==> config.mk <==
export PLATFORM = sky130hd
export DESIGN_NAME = ion_channel_current
export DESIGN_NICKNAME = d
export VERILOG_FILES = /design/src/rtl/ion_channel_current.sv
export SDC_FILE = /design/constraint.sdc
export NUM_CORES = 1
export LEC_CHECK = 0
export ABC_CLOCK_PERIOD_IN_PS = 25000
export CORE_ASPECT_RATIO = 2
export CORE_MARGIN = 2
export CORE_UTILIZATION = 40
export CTS_CLUSTER_SIZE = 8
export DETAILED_ROUTE_END_ITERATION = 6
export MAX_ROUTING_LAYER = met4
export SYNTH_ARGS = -nofsm -noshare
export SYNTH_HDL_FRONTEND = slang
export SYNTH_SLANG_ARGS = --single-unit
==> constraint.sdc <==
create_clock -name clk -period 25 [get_ports clk]
set_clock_uncertainty 0.05 [all_clocks]
set_input_delay 3.75 -clock clk [delete_from_list [all_inputs] [get_ports clk]]
set_output_delay 3.75 -clock clk [all_outputs]
set_load 0.005 [all_outputs]
==> src/rtl/ion_channel_current.sv <==
// Hodgkin-Huxley single-gate ionic current: I = G_MAX * x^GATE_POW * (V - E_REV),
// evaluated in signed Q(W-FRAC).FRAC on one shared saturating multiplier.
module ion_channel_current #(
  parameter int W        = 16,
  parameter int FRAC     = 8,
  parameter int GATE_POW = 4,
  parameter int G_MAX    = 9216,
  parameter int E_REV    = -3072
) (
  input  logic                clk,
  input  logic                rst,
  input  logic                start,
  input  logic signed [W-1:0] V,
  input  logic signed [W-1:0] gate,
  output logic                busy,
  output logic                done,
  output logic signed [W-1:0] I_ion
);

  typedef enum logic [1:0] {S_IDLE, S_POW, S_COND, S_DRIVE} state_t;

  localparam int CW = 4;
  localparam logic signed [W-1:0]   ONE    = W'(1 << FRAC);
  localparam logic signed [W-1:0]   GMAX_W = W'(G_MAX);
  localparam logic signed [W:0]     EREV_X = (W+1)'(E_REV);
  localparam logic signed [W-1:0]   SMAX   = {1'b0, {(W-1){1'b1}}};
  localparam logic signed [W-1:0]   SMIN   = {1'b1, {(W-1){1'b0}}};
  localparam logic signed [2*W-1:0] PMAX   = (2*W)'(SMAX);
  localparam logic signed [2*W-1:0] PMIN   = (2*W)'(SMIN);
  // Remaining POW iterations after the first one, counted down to zero.
  localparam logic [CW-1:0] CNT_INIT = CW'((GATE_POW > 1) ? GATE_POW - 2 : 0);

  state_t                state_q, state_d;
  logic signed [W-1:0]   acc_q, acc_d;
  logic signed [W-1:0]   v_q, v_d;
  logic signed [W-1:0]   xc_q, xc_d;
  logic signed [W-1:0]   ion_q, ion_d;
  logic [CW-1:0]         cnt_q, cnt_d;
  logic                  done_q, done_d;

  logic signed [W-1:0]   gate_cl;
  logic signed [W:0]     vdiff;
  logic signed [W-1:0]   vdiff_sat;
  logic signed [W-1:0]   mul_a, mul_b, mul_y;
  logic signed [2*W-1:0] prod, prod_sh;

  always_comb begin
    gate_cl = gate;
    if (gate[W-1])      gate_cl = '0;
    else if (gate > ONE) gate_cl = ONE;
  end

  // Driving force: one extra bit so the subtraction itself cannot wrap.
  always_comb begin
    vdiff     = {v_q[W-1], v_q} - EREV_X;
    vdiff_sat = vdiff[W-1:0];
    if (vdiff[W] != vdiff[W-1]) vdiff_sat = vdiff[W] ? SMIN : SMAX;
  end

  always_comb begin
    mul_a = acc_q;
    mul_b = xc_q;
    case (state_q)
      S_COND:  begin mul_a = GMAX_W; mul_b = acc_q;     end
      S_DRIVE: begin mul_a = acc_q;  mul_b = vdiff_sat; end
      default: ;
    endcase
    prod    = (2*W)'(mul_a) * (2*W)'(mul_b);
    prod_sh = prod >>> FRAC;
    if (prod_sh > PMAX)      mul_y = SMAX;
    else if (prod_sh < PMIN) mul_y = SMIN;
    else                     mul_y = prod_sh[W-1:0];
  end

  always_comb begin
    state_d = state_q;
    acc_d   = acc_q;
    cnt_d   = cnt_q;
    v_d     = v_q;
    xc_d    = xc_q;
    ion_d   = ion_q;
    done_d  = 1'b0;
    case (state_q)
      S_IDLE: if (start) begin
        v_d     = V;
        xc_d    = gate_cl;
        acc_d   = gate_cl;
        cnt_d   = CNT_INIT;
        state_d = (GATE_POW > 1) ? S_POW : S_COND;
      end
      S_POW: begin
        acc_d = mul_y;
        if (cnt_q == '0) state_d = S_COND;
        else             cnt_d   = cnt_q - CW'(1);
      end
      S_COND: begin
        acc_d   = mul_y;
        state_d = S_DRIVE;
      end
      S_DRIVE: begin
        ion_d   = mul_y;
        done_d  = 1'b1;
        state_d = S_IDLE;
      end
      default: state_d = S_IDLE;
    endcase
  end

  always_ff @(posedge clk or posedge rst) begin
    if (rst) begin
      state_q <= S_IDLE;
      acc_q   <= '0;
      cnt_q   <= '0;
      v_q     <= '0;
      xc_q    <= '0;
      ion_q   <= '0;
      done_q  <= 1'b0;
    end else begin
      state_q <= state_d;
      acc_q   <= acc_d;
      cnt_q   <= cnt_d;
      v_q     <= v_d;
      xc_q    <= xc_d;
      ion_q   <= ion_d;
      done_q  <= done_d;
    end
  end

  assign busy  = (state_q != S_IDLE);
  assign done  = done_q;
  assign I_ion = ion_q;

endmodule

==> load_flow_metrics.sql <==
INSERT INTO impl_metrics (metric_group, metric, value, unit) VALUES
('run_status', 'status', 'finished clean', ''),
('worst_setup_path', 'crit_family', 'adder cells', ''),
('sta', 'report.final.slew_viol_count', '0', ''),
('synth', 'synth_fp_nets', '1985', ''),
('sta', 'timing.final.hold_violations', '0', ''),
('final_layout', 'final_cell_count_no_fill', '2070', ''),
('route', 'wirelength', '44.3', 'mm'),
('worst_setup_path', 'cp-start-kind', 'flop', ''),
('sta', 'layout_worst_path_cycle_share', '43.0', '%'),
('final_layout', 'multiInputGateArea', '10900', 'um^2'),
('final_layout', 'sequential_area', '1750', 'um^2'),
('synth', 'synth_seq_area_share', '12.3', '%'),
('clock_network', 'cts_buffers', '9', ''),
('clock_network', 'cts_hold_repair.buffers', '0', ''),
('sta', 'final.min_clock_period', '10.75', 'ns'),
('final_layout', 'number_of_fill_cells', '3523', ''),
('grt', 'grt.total_usage', '26.1', '%'),
('synth', 'synth_xor_area_share', '1.85', '%'),
('placement', 'buffers_added_on_ports', '52', ''),
('worst_setup_path', 'critical_path_required', '25.12', 'ns'),
('worst_setup_path', 'cpMaxStageDelayCell', 'o21ai_2', ''),
('synth', 'postSynthRegisterBits', '70', ''),
('worst_setup_path', 'timing.critical_path.fanout_max', '15', ''),
('route', 'routedWlPerCell', '21.4', 'um'),
('worst_setup_path', 'worst_path_most_repeated_cell', 'fa_1', ''),
('clock_network', 'ctsLongestPathBuffers', '2', ''),
('floorplanning', 'die_area', '37100', 'um^2'),
('floorplanning', 'core_area', '35000', 'um^2'),
('clock_network', 'cts-htree-levels', '3', ''),
('floorplanning', 'die_h', '270', 'um'),
('sta', 'final.setup.tns', '0', 'ns'),
('clock_network', 'path_clk_slew', '0.06', 'ns'),
('floorplanning', 'io-pin-count', '53', ''),
('grt', 'grtUsageMet3', '1.48', '%'),
('route', 'post_drt_via_cell_ratio', '5.43', ''),
('grt', 'gr-total-overflow', '0', ''),
('synth', 'synth_top_family_by_area', 'adder cells', ''),
('clock_network', 'cts.sink_count', '70', ''),
('synth', 'synth_top_area_share', '36.8', '%'),
('worst_setup_path', 'critical_path.endpoint_type', 'flop', ''),
('synth', 'ys_top_cells_by_area', 'fa_1 37%, dfrtp_1 12%, inv_1 8.5%', ''),
('worst_setup_path', 'critical-path-max-stage-delay', '0.86', 'ns'),
('sta', 'maxClockFrequency', '0.0930', 'GHz'),
('synth', 'ys.flop_type', 'dfrtp_1', ''),
('final_layout', 'layout_commonest_cell', 'inv_1', ''),
('worst_setup_path', 'critPathArrivalTime', '10.87', 'ns'),
('grt', 'first_global_vias', '12400', ''),
('synth', 'yosys_warnings', '0', ''),
('clock_network', 'cts_repair_resizes', '0', ''),
('synth', 'yosys.area.top_type', 'fa_1', ''),
('route', 'drtPass1Iterations', '5', ''),
('grt', 'met1_usage', '27.5', '%'),
('synth', 'syn_area_per_cell', '8.87', 'um^2'),
('placement', 'count_of_placed_standard_cells_including_taps', '2054', ''),
('route', 'num_vias', '11200', ''),
('synth', 'mappedNetlistArea', '14200', 'um^2'),
('clock_network', 'tritoncts_clock_tree', 'built', ''),
('min_path', 'timing.hold.worst.class', 'reg2reg', ''),
('synth', 'netlist_instances', '1600', ''),
('synth', 'yosys.area_share.simple', '17.0', '%'),
('grt', 'met2_track_utilization_from_global_routing', '46.6', '%'),
('final_layout', 'most-common-layout-cells', '321 x inv_1, 261 x fa_1, 176 x nand2_1, 171 x nor2_1, 87 x ha_1', ''),
('sta', 'slew-limit-headroom', '12.3', '%'),
('floorplanning', 'die-width', '137', 'um'),
('route', 'drt_drc_violations_left', '0', ''),
('synth', 'synth.area.mux_share', '1.64', '%'),
('sta', 'final-setup-viol-count', '0', ''),
('synth', 'synth_compound_gate_area_share', '11.7', '%'),
('synth', 'synth_cell_types', '81', ''),
('final_layout', 'layout.nets', '2005', ''),
('grt', 'grt_pass1_wl', '70.3', 'mm');
## worst paths after layout
path | from | end | slack, ns | cells after the start
max in group asynchronous | rst | xc_q[14] | 20.32 | 3
min | xc_q[8] | xc_q[8] | 0.43 | 2
min reg2reg | xc_q[8] | xc_q[8] | 0.43 | 2
max | v_q[10] | I_ion[13] | 14.25 | 30
min in group asynchronous | rst | cnt_q[3] | 3.97 | 3
max reg2reg | v_q[10] | I_ion[13] | 14.25 | 30
## worst register-to-register path, delay by kind of cell (launching register included)
family                     cells  cell delay [ns]
adders and majority gates      9             4.29
AOI/OAI and AO/OA              6             2.79
and+or+nand+nor               11             2.82
DFF                            1             0.40
buffers and inverters          4             0.23
## cells by family after synthesis
family,Yosys count
compound gates,230
xor+xnor,30
fa+ha+maj,350
buf+inv,391
flops,70
mux,21
simple gates,508
## cells in the mapped netlist (all sizes together) (3+ instances only)
cell type and n:
dfrtp 70, nor2 172, a221o 4, nor4 10
mux2 18, a211oi 6, nand3 15, a221oi 5
nor3 7, nand2b 40, a32oi 7, nor2b 16
o21bai 7, clkbuf 41, and2 29, a21o 10
nor3b 7, o21a 6, buf 28, and3 7
or3 4, or2 6, inv 322, mux2i 3
o311a 3, ha 89, nand4 10, a311oi 16
o211ai 14, o21ai 62, fa 261, a21oi 61
a31oi 7, nand2 177, o221ai 5, xnor2 22
xor2 8, a22oi 5
## final cells by class
type / instances / area share (%)
Inverter: 322 / 7.80
Sequential cell: 70 / 11.3
Clock buffer: 10 / 1.48
Multi-Input combinational cell: 1139 / 70.6
Clock inverter: 6 / 0.614
Tap cell: 445 / 3.60
Timing Repair Buffer: 78 / 4.62
## metal layers
metal / up-vias / part of all wire, % / wire [um]
met3: 150 / 3.3 / 1470
met4: 0 / 8.0 / 3530
li1: 5049 / - / -
met5: - / 0 / 0
met2: 354 / 55 / 24400
met1: 5682 / 34 / 14900
## stage by stage
step / instance area (um^2) / hold WS (ns)
after floorplan: 14200 / 0.392
after global placement: 15200 / 0.409
after detailed placement: 15200 / 0.412
after CTS: 15500 / 0.428
after global routing: 15500 / 0.454
final: 15500 / 0.426
## flip-flops by register name, indices dropped and copies added, names as in the netlist
| name | flops |
|---|---|
| cnt_q | 4 |
| done | 1 |
| v_q | 16 |
| xc_q | 15 |
| acc_q | 16 |
| I_ion | 16 |
| state_q | 2 |
Power is not shown: default switching activity piles up to over one toggle a cycle in this logic, so the estimate is an artifact.
